--- src/rtl/gpu_pkg.sv ---
// Shared types and word counts for the triangle fetch path.
package gpu_pkg;

    typedef enum logic [1:0] {
        IDLE,
        REQ,
        WAIT
    } fetch_state_t;

    localparam int VERTEX_WORDS   = 9;
    localparam int TRIANGLE_WORDS = 10;

endpackage

--- src/rtl/triangle_fetch.sv ---
// Fetches one triangle (9 coordinate words + 1 color word) over a 16-bit read master.
// Optional read timeout with fetch_err output: define TRIANGLE_FETCH_TIMEOUT_EN.
module triangle_fetch
    import gpu_pkg::*;
#(
    parameter int ADDR_WIDTH     = 32,
    parameter int COORD_WIDTH    = 16,
    parameter int COLOR_WIDTH    = 16,
    parameter int TIMEOUT_CYCLES = 1024
) (
    input  logic                   clk,
    input  logic                   reset,
    input  logic                   fetch_start,
    input  logic [ADDR_WIDTH-1:0]  curr_addr_vertex,
    input  logic [ADDR_WIDTH-1:0]  curr_addr_color,
    output logic [COORD_WIDTH-1:0] fetch_vertexes [3][3],
    output logic [COLOR_WIDTH-1:0] fetch_color,
    output logic                   fetch_eoc,
`ifdef TRIANGLE_FETCH_TIMEOUT_EN
    output logic                   fetch_err,
`endif
    output logic [ADDR_WIDTH-1:0]  avm_address,
    output logic                   avm_read,
    input  logic                   avm_waitrequest,
    input  logic [15:0]            avm_readdata,
    input  logic                   avm_readdatavalid
);

    if (COORD_WIDTH != 16 || COLOR_WIDTH != 16 || TIMEOUT_CYCLES < 1) begin : g_bad_cfg
        $error("triangle_fetch: COORD_WIDTH/COLOR_WIDTH must be 16, TIMEOUT_CYCLES >= 1");
    end

    fetch_state_t           state, state_next;
    logic [3:0]             word_cnt;
    logic [COORD_WIDTH-1:0] shadow [VERTEX_WORDS];
    logic [ADDR_WIDTH-1:0]  color_base;
    logic                   accept, got, last, finish, timeout;
    logic [15:0]            word_in;

    assign accept   = (state == IDLE) && fetch_start;
    assign got      = (state == WAIT) && avm_readdatavalid;
    assign last     = (word_cnt == 4'(TRIANGLE_WORDS - 1));
    assign finish   = (got && last) || timeout;
    // A timed-out word is recorded as zero.
    assign word_in  = timeout ? 16'h0000 : avm_readdata;
    assign avm_read = (state == REQ);

    always_ff @(posedge clk) begin
        if (reset) state <= IDLE;
        else       state <= state_next;
    end

    always_comb begin
        state_next = state;
        unique case (state)
            IDLE:    if (fetch_start) state_next = REQ;
            REQ:     if (!avm_waitrequest) state_next = WAIT;
            WAIT: begin
                if (finish)   state_next = IDLE;
                else if (got) state_next = REQ;
            end
            default: state_next = IDLE;
        endcase
    end

    always_ff @(posedge clk) begin
        if (reset) begin
            word_cnt    <= '0;
            avm_address <= '0;
            color_base  <= '0;
            fetch_color <= '0;
            fetch_eoc   <= 1'b1;
            for (int k = 0; k < VERTEX_WORDS; k++) shadow[k] <= '0;
            for (int i = 0; i < 3; i++)
                for (int j = 0; j < 3; j++) fetch_vertexes[i][j] <= '0;
        end else if (accept) begin
            // Clearing the shadow leaves never-fetched words at zero after a timeout.
            word_cnt    <= '0;
            avm_address <= curr_addr_vertex;
            color_base  <= curr_addr_color;
            fetch_eoc   <= 1'b0;
            for (int k = 0; k < VERTEX_WORDS; k++) shadow[k] <= '0;
        end else if (finish) begin
            // The final word bypasses the shadow so all ten words land on one edge.
            for (int i = 0; i < 3; i++)
                for (int j = 0; j < 3; j++)
                    fetch_vertexes[i][j] <= (word_cnt == 4'(3*i + j)) ? word_in : shadow[3*i + j];
            fetch_color <= last ? word_in : '0;
            fetch_eoc   <= 1'b1;
            word_cnt    <= '0;
        end else if (got) begin
            shadow[word_cnt] <= avm_readdata;
            word_cnt         <= word_cnt + 4'd1;
            avm_address      <= (word_cnt == 4'(VERTEX_WORDS - 1)) ? color_base
                                                                   : avm_address + ADDR_WIDTH'(2);
        end
    end

`ifdef TRIANGLE_FETCH_TIMEOUT_EN
    localparam int TW = $clog2(TIMEOUT_CYCLES + 1);
    logic [TW-1:0] tmo_cnt;

    assign timeout = (state == WAIT) && !avm_readdatavalid && (tmo_cnt == TW'(TIMEOUT_CYCLES - 1));

    always_ff @(posedge clk) begin
        if (reset || state != WAIT || state_next != WAIT) tmo_cnt <= '0;
        else                                              tmo_cnt <= tmo_cnt + TW'(1);
    end

    always_ff @(posedge clk) begin
        if (reset)        fetch_err <= 1'b0;
        else if (accept)  fetch_err <= 1'b0;
        else if (timeout) fetch_err <= 1'b1;
    end
`else
    assign timeout = 1'b0;
`endif

endmodule

--- config.mk ---
export PLATFORM = sky130hd
export DESIGN_NAME = triangle_fetch
export DESIGN_NICKNAME = d
export VERILOG_FILES = /design/src/rtl/gpu_pkg.sv /design/src/rtl/triangle_fetch.sv
export SDC_FILE = /design/constraint.sdc
export NUM_CORES = 1
export LEC_CHECK = 0
export ABC_CLOCK_PERIOD_IN_PS = 4450
export CAP_MARGIN = 20
export CELL_PAD_IN_SITES_DETAIL_PLACEMENT = 1
export CELL_PAD_IN_SITES_GLOBAL_PLACEMENT = 2
export CORE_MARGIN = 1.5
export CORE_UTILIZATION = 34
export DETAILED_ROUTE_END_ITERATION = 12
export MAX_ROUTING_LAYER = met4
export PLACE_DENSITY_LB_ADDON = 0.1
export SLEW_MARGIN = 20
export SYNTH_ARGS = -nofsm -noshare
export SYNTH_HDL_FRONTEND = slang
export SYNTH_SLANG_ARGS = --single-unit
export TNS_END_PERCENT = 1
--- constraint.sdc ---
create_clock -name clk -period 4.45 [get_ports clk]
set_input_delay 1.1125 -clock clk [delete_from_list [all_inputs] [get_ports clk]]
set_output_delay 1.1125 -clock clk [all_outputs]
set_load 0.01 [all_outputs]
# == Word-level counts from Yosys, hierarchy flattened ==
# Memory sizes are Yosys's and may differ from the RTL's. A register that Yosys moved wholly into a read port is not among the register bits.
# Index checks and enable logic that the tools add are counted.
# word_totals
ff_bits,87
mem_bits_rw,144
inputBits,85
output_inout_bits,194
word_cells,72
mem_count,1
# op_classes
addsub,2
n_eq_ne,8
n_mux,34
n_bitwise,10
n_reduce_logical,11
# memory_table
memory,depth,word_bits,read_ports,rd_ports_with_merged_regs,wr,line_no,text
shadow,9,16,9,9,9,triangle_fetch.sv:35,logic [COORD_WIDTH-1:0] shadow [VERTEX_WORDS];
# op_table
op,n
16-bit two-way mux,11
32-bit two-way mux,4
"32-bit by 2-bit adder with 32-bit output, second input constant",1
16-bit OR reduction,1
1-bit two-way mux,13
1-bit bitwise OR,9
"4-bit == test, second input constant",2
2-bit two-way mux,4
"2-bit != test, second input constant",3
2-bit case mux with 3 select lines,1
"4-bit by 1-bit adder with 4-bit output, second input constant",1
4-bit two-way mux,1
2-bit AND reduction,2
2-bit nonzero test,2
1-bit logical AND,3
"3-bit != test, second input constant",1
3-bit AND reduction,1
3-bit OR reduction,1
"2-bit by 1-bit == test with 1-bit output, second input constant",1
"2-bit == test, second input constant",1
2-bit logical NOT,1
1-bit NOT,1

# == Longest topological paths before layout ==
# logic_depth
depth_word,9
depth_mapped,9

# == Worst setup path after synthesis ==
# Ideal clock, no wire load.
# synth_timing
path_type,input to register
startpoint,input port reset
endpoint,memory shadow[2][0] (enable)
arrival_time_ps,2946
t_required_ps,4039
path_slack_ps,1093
stages,5
n_path_buf,2
path_cell_list,clkbuf_1 -> inv_1 -> clkbuf_1 -> nand2_1 -> o21ai_0
# synth_lines
element,line_no,text
from (decl),triangle_fetch.sv:12,"input logic reset,"
to (decl),triangle_fetch.sv:35,

# == Worst setup path after layout ==
# layout_timing
startpoint,register state[0]
endpoint,output port avm_read
# layout_via
elab_chain_len,1
# layout_lines
element,line_no,text
from (decl),triangle_fetch.sv:33,"fetch_state_t state, state_next;"
from (signal assigned),triangle_fetch.sv:50,else state <= state_next;
2-bit by 1-bit == test with 1-bit output,triangle_fetch.sv:46,assign avm_read = (state == REQ);
to (decl),triangle_fetch.sv:23,"output logic avm_read,"
# Every way passes these cells.

==> results.json <==
{
  "status": "finished, final reports clean",
  "crit_path_start": "state[0]$_SDFFE_PP0P_",
  "fin_skew_ps": 10.0,
  "ys_top_cells_by_area": "dfxtp_1, edfxtp_1, nand2_1",
  "clkTransAtPathRegs_ps": 60,
  "grt_setup_unrepaired": "no",
  "setup_ws_ps": 1440,
  "synthCells": 1527,
  "clock.fmax_ghz": 0.332,
  "slew_viol_final": 0,
  "synth_top_family_by_area": "simple AND/OR/NAND/NOR gates",
  "fin_util_pct": 46.0,
  "clk_path_buf_depth": 3,
  "hold_ws_ps": 453,
  "synthFlopType": "dfxtp_1",
  "setup_viol": 0,
  "initial_core_util_pct": 34.7,
  "yosys.area_share.xor_xnor_pct": 0.418,
  "finalPower_mw": 7.88,
  "vias": 11846,
  "synth_adder_area_share_pct": 0.427,
  "dieHeight_microns": 211,
  "hold_class": "flop to flop",
  "ys_seq_elements": 375,
  "layout_commonest_cell": "nand2_1",
  "antenna_left": 0,
  "crit_required_ps": 3340,
  "layout.nets": 1860,
  "drt-vias-per-instance": 5.05,
  "grt_max_degree": 223,
  "avgSynthCellArea_sq_um": 9.59,
  "drcViolationCount": 0,
  "cts_resized": 0,
  "power.switching_mw": 1.78,
  "grt.total_usage_pct": 21.9,
  "cp-endpoint": "avm_read",
  "areaGrowthSynthToFinish_pct": 32.5,
  "ir_worst_vdd_mv": 0.200,
  "pwr-share-comb_pct": 5.7,
  "yosysWarnings": 0,
  "rows": 75,
  "drv_cap": 0,
  "fin_setup_tns_ps": 0,
  "clockPowerShare_pct": 46.5,
  "synthArstFlopShare_pct": 0,
  "antenna_found_initial": 7,
  "switching_share_pct": 22.6,
  "hpwl_microns": 30700,
  "finalCriticalPeriod_ps": 3010,
  "synth_compound_area_share_pct": 12.4,
  "cts_tree": "yes",
  "clk_latency_ps": 560,
  "critical_path_class": "flop to output pin",
  "reg2reg_to": "shadow[8][14]$_SDFFCE_PN0P_",
  "syn-num-nets": 1617,
  "p_int_mw": 6.09,
  "hp-start": "fetch_vertexes[12]$_SDFFE_PP0P_",
  "cts_hold_buffers": 0,
  "final-hold-violation-count": 0,
  "worst_slew_pin_slew_ps": 1250,
  "wire_per_inst_microns": 20.2,
  "io_pins": 279,
  "routed_wl_microns": 47500,
  "die_w_microns": 211,
  "cts_root_buf": "clkbuf_16",
  "htree_num_levels": 2,
  "powerDensity_nw_per_um2": 406,
  "crit_path_end_kind": "output pin",
  "ys_seq_area_share_pct": 61.1,
  "r2r_start": "word_cnt[1]$_SDFFE_PP0N_",
  "yosysTopAreaCellShare_pct": 31.6,
  "clock_sinks": 375,
  "mostFrequentLayoutCells": "nand2_1, clkdlybuf4s50_1, dfxtp_1, a21oi_1, and2_1",
  "die-area_sq_um": 44300,
  "seq_power_share_pct": 47.9,
  "grt_first_pass_wirelength_microns": 72100,
  "io_buffers": 278,
  "gp_congestion": 0.800,
  "overflow": 0,
  "synth_edf_count": 144,
  "core_area_sq_um": 42200,
  "cp_data_arrival_time_ps": 1900,
  "ys_types": 62,
  "r2r_cells": 6,
  "worst-path-max-fanout": 6,
  "r2r_slack_ps": 1810,
  "timing.final.crit_share_pct": 67.7,
  "slew-limit-headroom_pct": 16.4,
  "drive_gt1_share_pct": 6.26,
  "post-cts-setup-buffers": 0,
  "yosys.area.top_type": "dfxtp_1",
  "crit_path_start_kind": "flop",
  "grt_pass1_vias": 12033,
  "muxShareOfSynthArea_pct": 0.273,
  "p_leak_nw": 6.74,
  "first_iter_violations": 660,
  "place_ws_ps": 979,
  "drtPass1Iterations": 5,
  "synth.cell_area_sq_um": 14700,
  "cts_made_buffers": 43,
  "yosys.area_share.simple_pct": 22.1
}
cells by family after synthesis:
kind of cell    Yosys count
simple gates            701
flops                   375
compound gates          321
buf+inv                 114
xor+xnor                  7
fa+ha+maj                 5
mux                       4
stage by stage:
| step | cell area, sq um | std cells |
|---|---|---|
| after floorplan | 14700 | 1527 |
| after global placement | 17900 | 2264 |
| after detailed placement | 17900 | 2264 |
| after CTS | 19400 | 2344 |
| after global routing | 19400 | 2345 |
| final | 19400 | 2345 |
worst min path at each step:
stage / cells past startpoint / slack [ps] / endpoint
finish: 2 / 450 / fetch_vertexes[12]$_SDFFE_PP0P_
global placement: 2 / 440 / fetch_color[6]$_SDFFE_PP0P_
detailed placement: 2 / 450 / fetch_vertexes[41]$_SDFFE_PP0P_
global route: 2 / 470 / fetch_vertexes[41]$_SDFFE_PP0P_
floorplan: 2 / 430 / color_base[4]$_SDFFE_PP0P_
CTS: 2 / 450 / fetch_vertexes[41]$_SDFFE_PP0P_
flip-flops by register name, indices dropped and copies added, names as in the netlist:
signal / count
fetch_color: 16
word_cnt: 4
fetch_vertexes: 144
avm_address: 32
state: 2
fetch_eoc: 1
color_base: 32
shadow: 144
cell type report:
| class | instances | area [sq um] |
|---|---|---|
| Multi-Input combinational cell | 1038 | 5250 |
| Antenna cell | 1 | 2.50 |
| Tap cell | 539 | 674 |
| Fill cell | 4729 | 22800 |
| Inverter | 8 | 30.0 |
| Clock inverter | 14 | 131 |
| Clock buffer | 66 | 1360 |
| Timing Repair Buffer | 304 | 3030 |
| Sequential cell | 375 | 8950 |
critical path, cell delays in order (launching register included):
cell,delay [ps]
dfxtp_1,440
nor2b_1,260
clkdlybuf4s50_1,640
metal layers:
metal | part of all wire [%] | track usage, %
met4 | 2.0 | 6.16
met1 | 46 | 28.8
met5 | 0 | -
met2 | 47 | 34.7
met3 | 5.1 | 4.13
cells in the mapped netlist, types with 3 or more instances:
library cell,n
ha_1,5
a222oi_1,3
a311oi_1,4
a22oi_1,5
buf_1,8
clkbuf_1,61
nand2b_1,3
xnor2_1,3
or3_1,6
and2_1,146
nor2_1,36
inv_1,8
o21ai_0,34
clkbuf_2,3
buf_2,30
a31oi_1,7
nand4_1,16
nand3b_1,3
o221ai_1,4
o31a_1,3
xor2_1,4
buf_4,3
and4_1,5
a221oi_1,5
nor3_1,12
nand2_1,434
and3b_1,3
and3_1,5
nand3_1,15
o22ai_1,5
a21oi_1,219
a211oi_1,5
mux2i_1,4
nor4_1,6
dfxtp_1,231
o211ai_1,7
a31o_2,4
edfxtp_1,144
power by group through the flow:
stage	logic [mW]	clock network, mW	registers, mW
after floorplan	0.193	0	3.83
after global placement	0.449	0	3.84
after detailed placement	0.454	0	3.84
after CTS	0.457	3.75	3.77
after global routing	0.486	3.88	3.78
final	0.446	3.66	3.77
(Power assumes the default switching activity.)
==> variant: new RTL, config.mk and constraints unchanged <==
Change the package constant `VERTEX_WORDS` from 9 to 8.
--- a/src/rtl/gpu_pkg.sv
+++ b/src/rtl/gpu_pkg.sv
@@ -9,3 +9,3 @@
 
-    localparam int VERTEX_WORDS   = 9;
+    localparam int VERTEX_WORDS   = 8;
     localparam int TRIANGLE_WORDS = 10;
Function: same outputs for any inputs over 4 cycles, from zero or initial values and one cycle with reset high; that may be too few to reach the edited logic, so the function may still have changed.
==> variant against the unedited design <==
  * Area after synthesis decreased by 1.2%
  * Hold slack about the same
  * Sequential cell count decreased by 16
  * Clock power decreased by 2%
  * Final cell count decreased by 2.0%
  * Via count decreased by 1.3%
  * Highest routed layer unchanged
  * Count of clock-buffer cells in the layout decreased by 5
  * Power decreased by 2.3%
  * Setup slack got worse by 0.17 ns
  * Routed wire length increased by 0.99%
  * Design area decreased by 1.9%
==> variant: results <==
group,metric,value,unit
status,outcome,"finished clean",
cts,postCtsSetupBuffers,0,
min_path,hold_start,"fetch_vertexes[60]",
routing,first_pass_iters,4,
finish,drive_gt1_share,6.321,%
cts,cts_buffer_depth,3,
grt,antenna_found_initial,10,
yosys,synth_flop_cell,"dfxtp_1",
routing,drt_iter0_drc,622,
worst_setup_path,r2r_slack,1.83,ns
timing,finalClockSkew,0.01134,ns
cts,htreeDepth,2,
worst_setup_path,arrival,3.62,ns
min_path,hold_class,"flip-flop to flip-flop",
grt,grt_use_total,22.47,%
grt,grt_start_max_net_pins,155,
routing,ant_nets,0,
worst_setup_path,worstReg2RegStart,"state[1]",
pwr,cellLeakagePower,6.721,nW
cts,ctsResizeCount,0,
routing,via_count,11690,
cts,clk_pin_slew,0.06,ns
finish,final_nets,1813,
yosys,async_flop_share,0,%
finish,nFillCells,4634,
worst_setup_path,cp_top_family,"buffers and inverters",
placement,dp_hpwl,31.02,mm
pwr,ir_worst_vdd,0.0002920,V
timing,maxSlewHeadroom,37.36,%
placement,place.gp.congestion,0.7884,
worst_setup_path,cp_max_fo,65,
routing,wl_per_cell,20.85,um
grt,grt_first_pass_wirelength,72.94,mm
yosys,synth_edf_count,128,
yosys,ys_types,63,
yosys,netlist_top_cells_count,"nand2_1, dfxtp_1, a21oi_1, and2_1, edfxtp_1",
yosys,syn-num-nets,1594,
placement,numPortBuffers,278,
worst_setup_path,crit_start,"fetch_start",
yosys,yosysSeqAreaShare,58.49,%
cts,insertion_delay,0.56,ns
worst_setup_path,slowest_delay,0.65,ns
routing,post-route-drc-count,0,
worst_setup_path,cp_slowest_cell,"buf_4",
cts,clock-root-buffer,"clkbuf_16",
yosys,ys_warn_count,0,
yosys,synth_area_leaders,"dfxtp_1, edfxtp_1, nand2_1",
finish,top_regs,"fetch_vertexes: 144 flops, shadow: 128 flops",
cts,cts-buffers-inserted,42,
[variant: cells by family after synthesis]
logic type,Yosys count,synth area share [%]
fa+ha+maj,4,0.3457
mux,33,2.282
simple gates,634,20.47
xor+xnor,10,0.6049
buf+inv,132,4.122
flops,359,58.49
compound gates,333,13.69
[variant: per-layer routing]
metal	vias up	track usage (%)	share of wire [%]
met5	-	-	0
met4	0	7.371	2.6
met3	76	4.848	5.7
met2	260	35.76	47
met1	5740	28.48	45
li1	5614	-	-
[variant: worst register-to-register path: cells and delay by family, from the launching register on]
| family | cells | cell delay (ns) |
|---|---|---|
| flops | 1 | 0.53 |
| compound gates | 2 | 0.46 |
| simple gates | 3 | 1.20 |
| buf+inv | 1 | 0.37 |
[variant: area by class of cell]
| type | instances | area share, % |
|---|---|---|
| sequential | 359 | 44.44 |
| clock buffer | 61 | 6.363 |
| antenna | 4 | 0.05253 |
| inverter | 7 | 0.1379 |
| timing repair buffer | 300 | 15.69 |
| tap | 539 | 3.540 |
| multi-input combinational | 1014 | 28.61 |
| clock inverter | 15 | 1.162 |
[variant: path summary, 6_finish.rpt]
check	end	cells after the start
worst max-delay path	avm_address[21]	7
worst max register to register	avm_address[21]	6
worst min-delay path	fetch_vertexes[60]	2
worst min register to register	fetch_vertexes[60]	2
[variant: per-stage QoR]
stage          hold WS (ns)  area (um^2)  cells  setup WS, ns
6_report             0.4528        19050   2299         1.271
5_1_grt              0.4722        19050   2298         1.077
4_1_cts              0.4572        19040   2295         1.313
3_5_place_dp         0.4489        17610   2219        0.7184
3_3_place_gp         0.4416        17600   2218        0.7733
2_1_floorplan        0.4332        14480   1505         1.050
[variant: power breakdown]
part	switching, mW	internal [mW]	leakage (nW)	total [mW]
Combinational	0.303	0.204	2.77	0.507
Sequential	0.0822	3.52	3.25	3.60
Clock	1.40	2.18	0.694	3.59
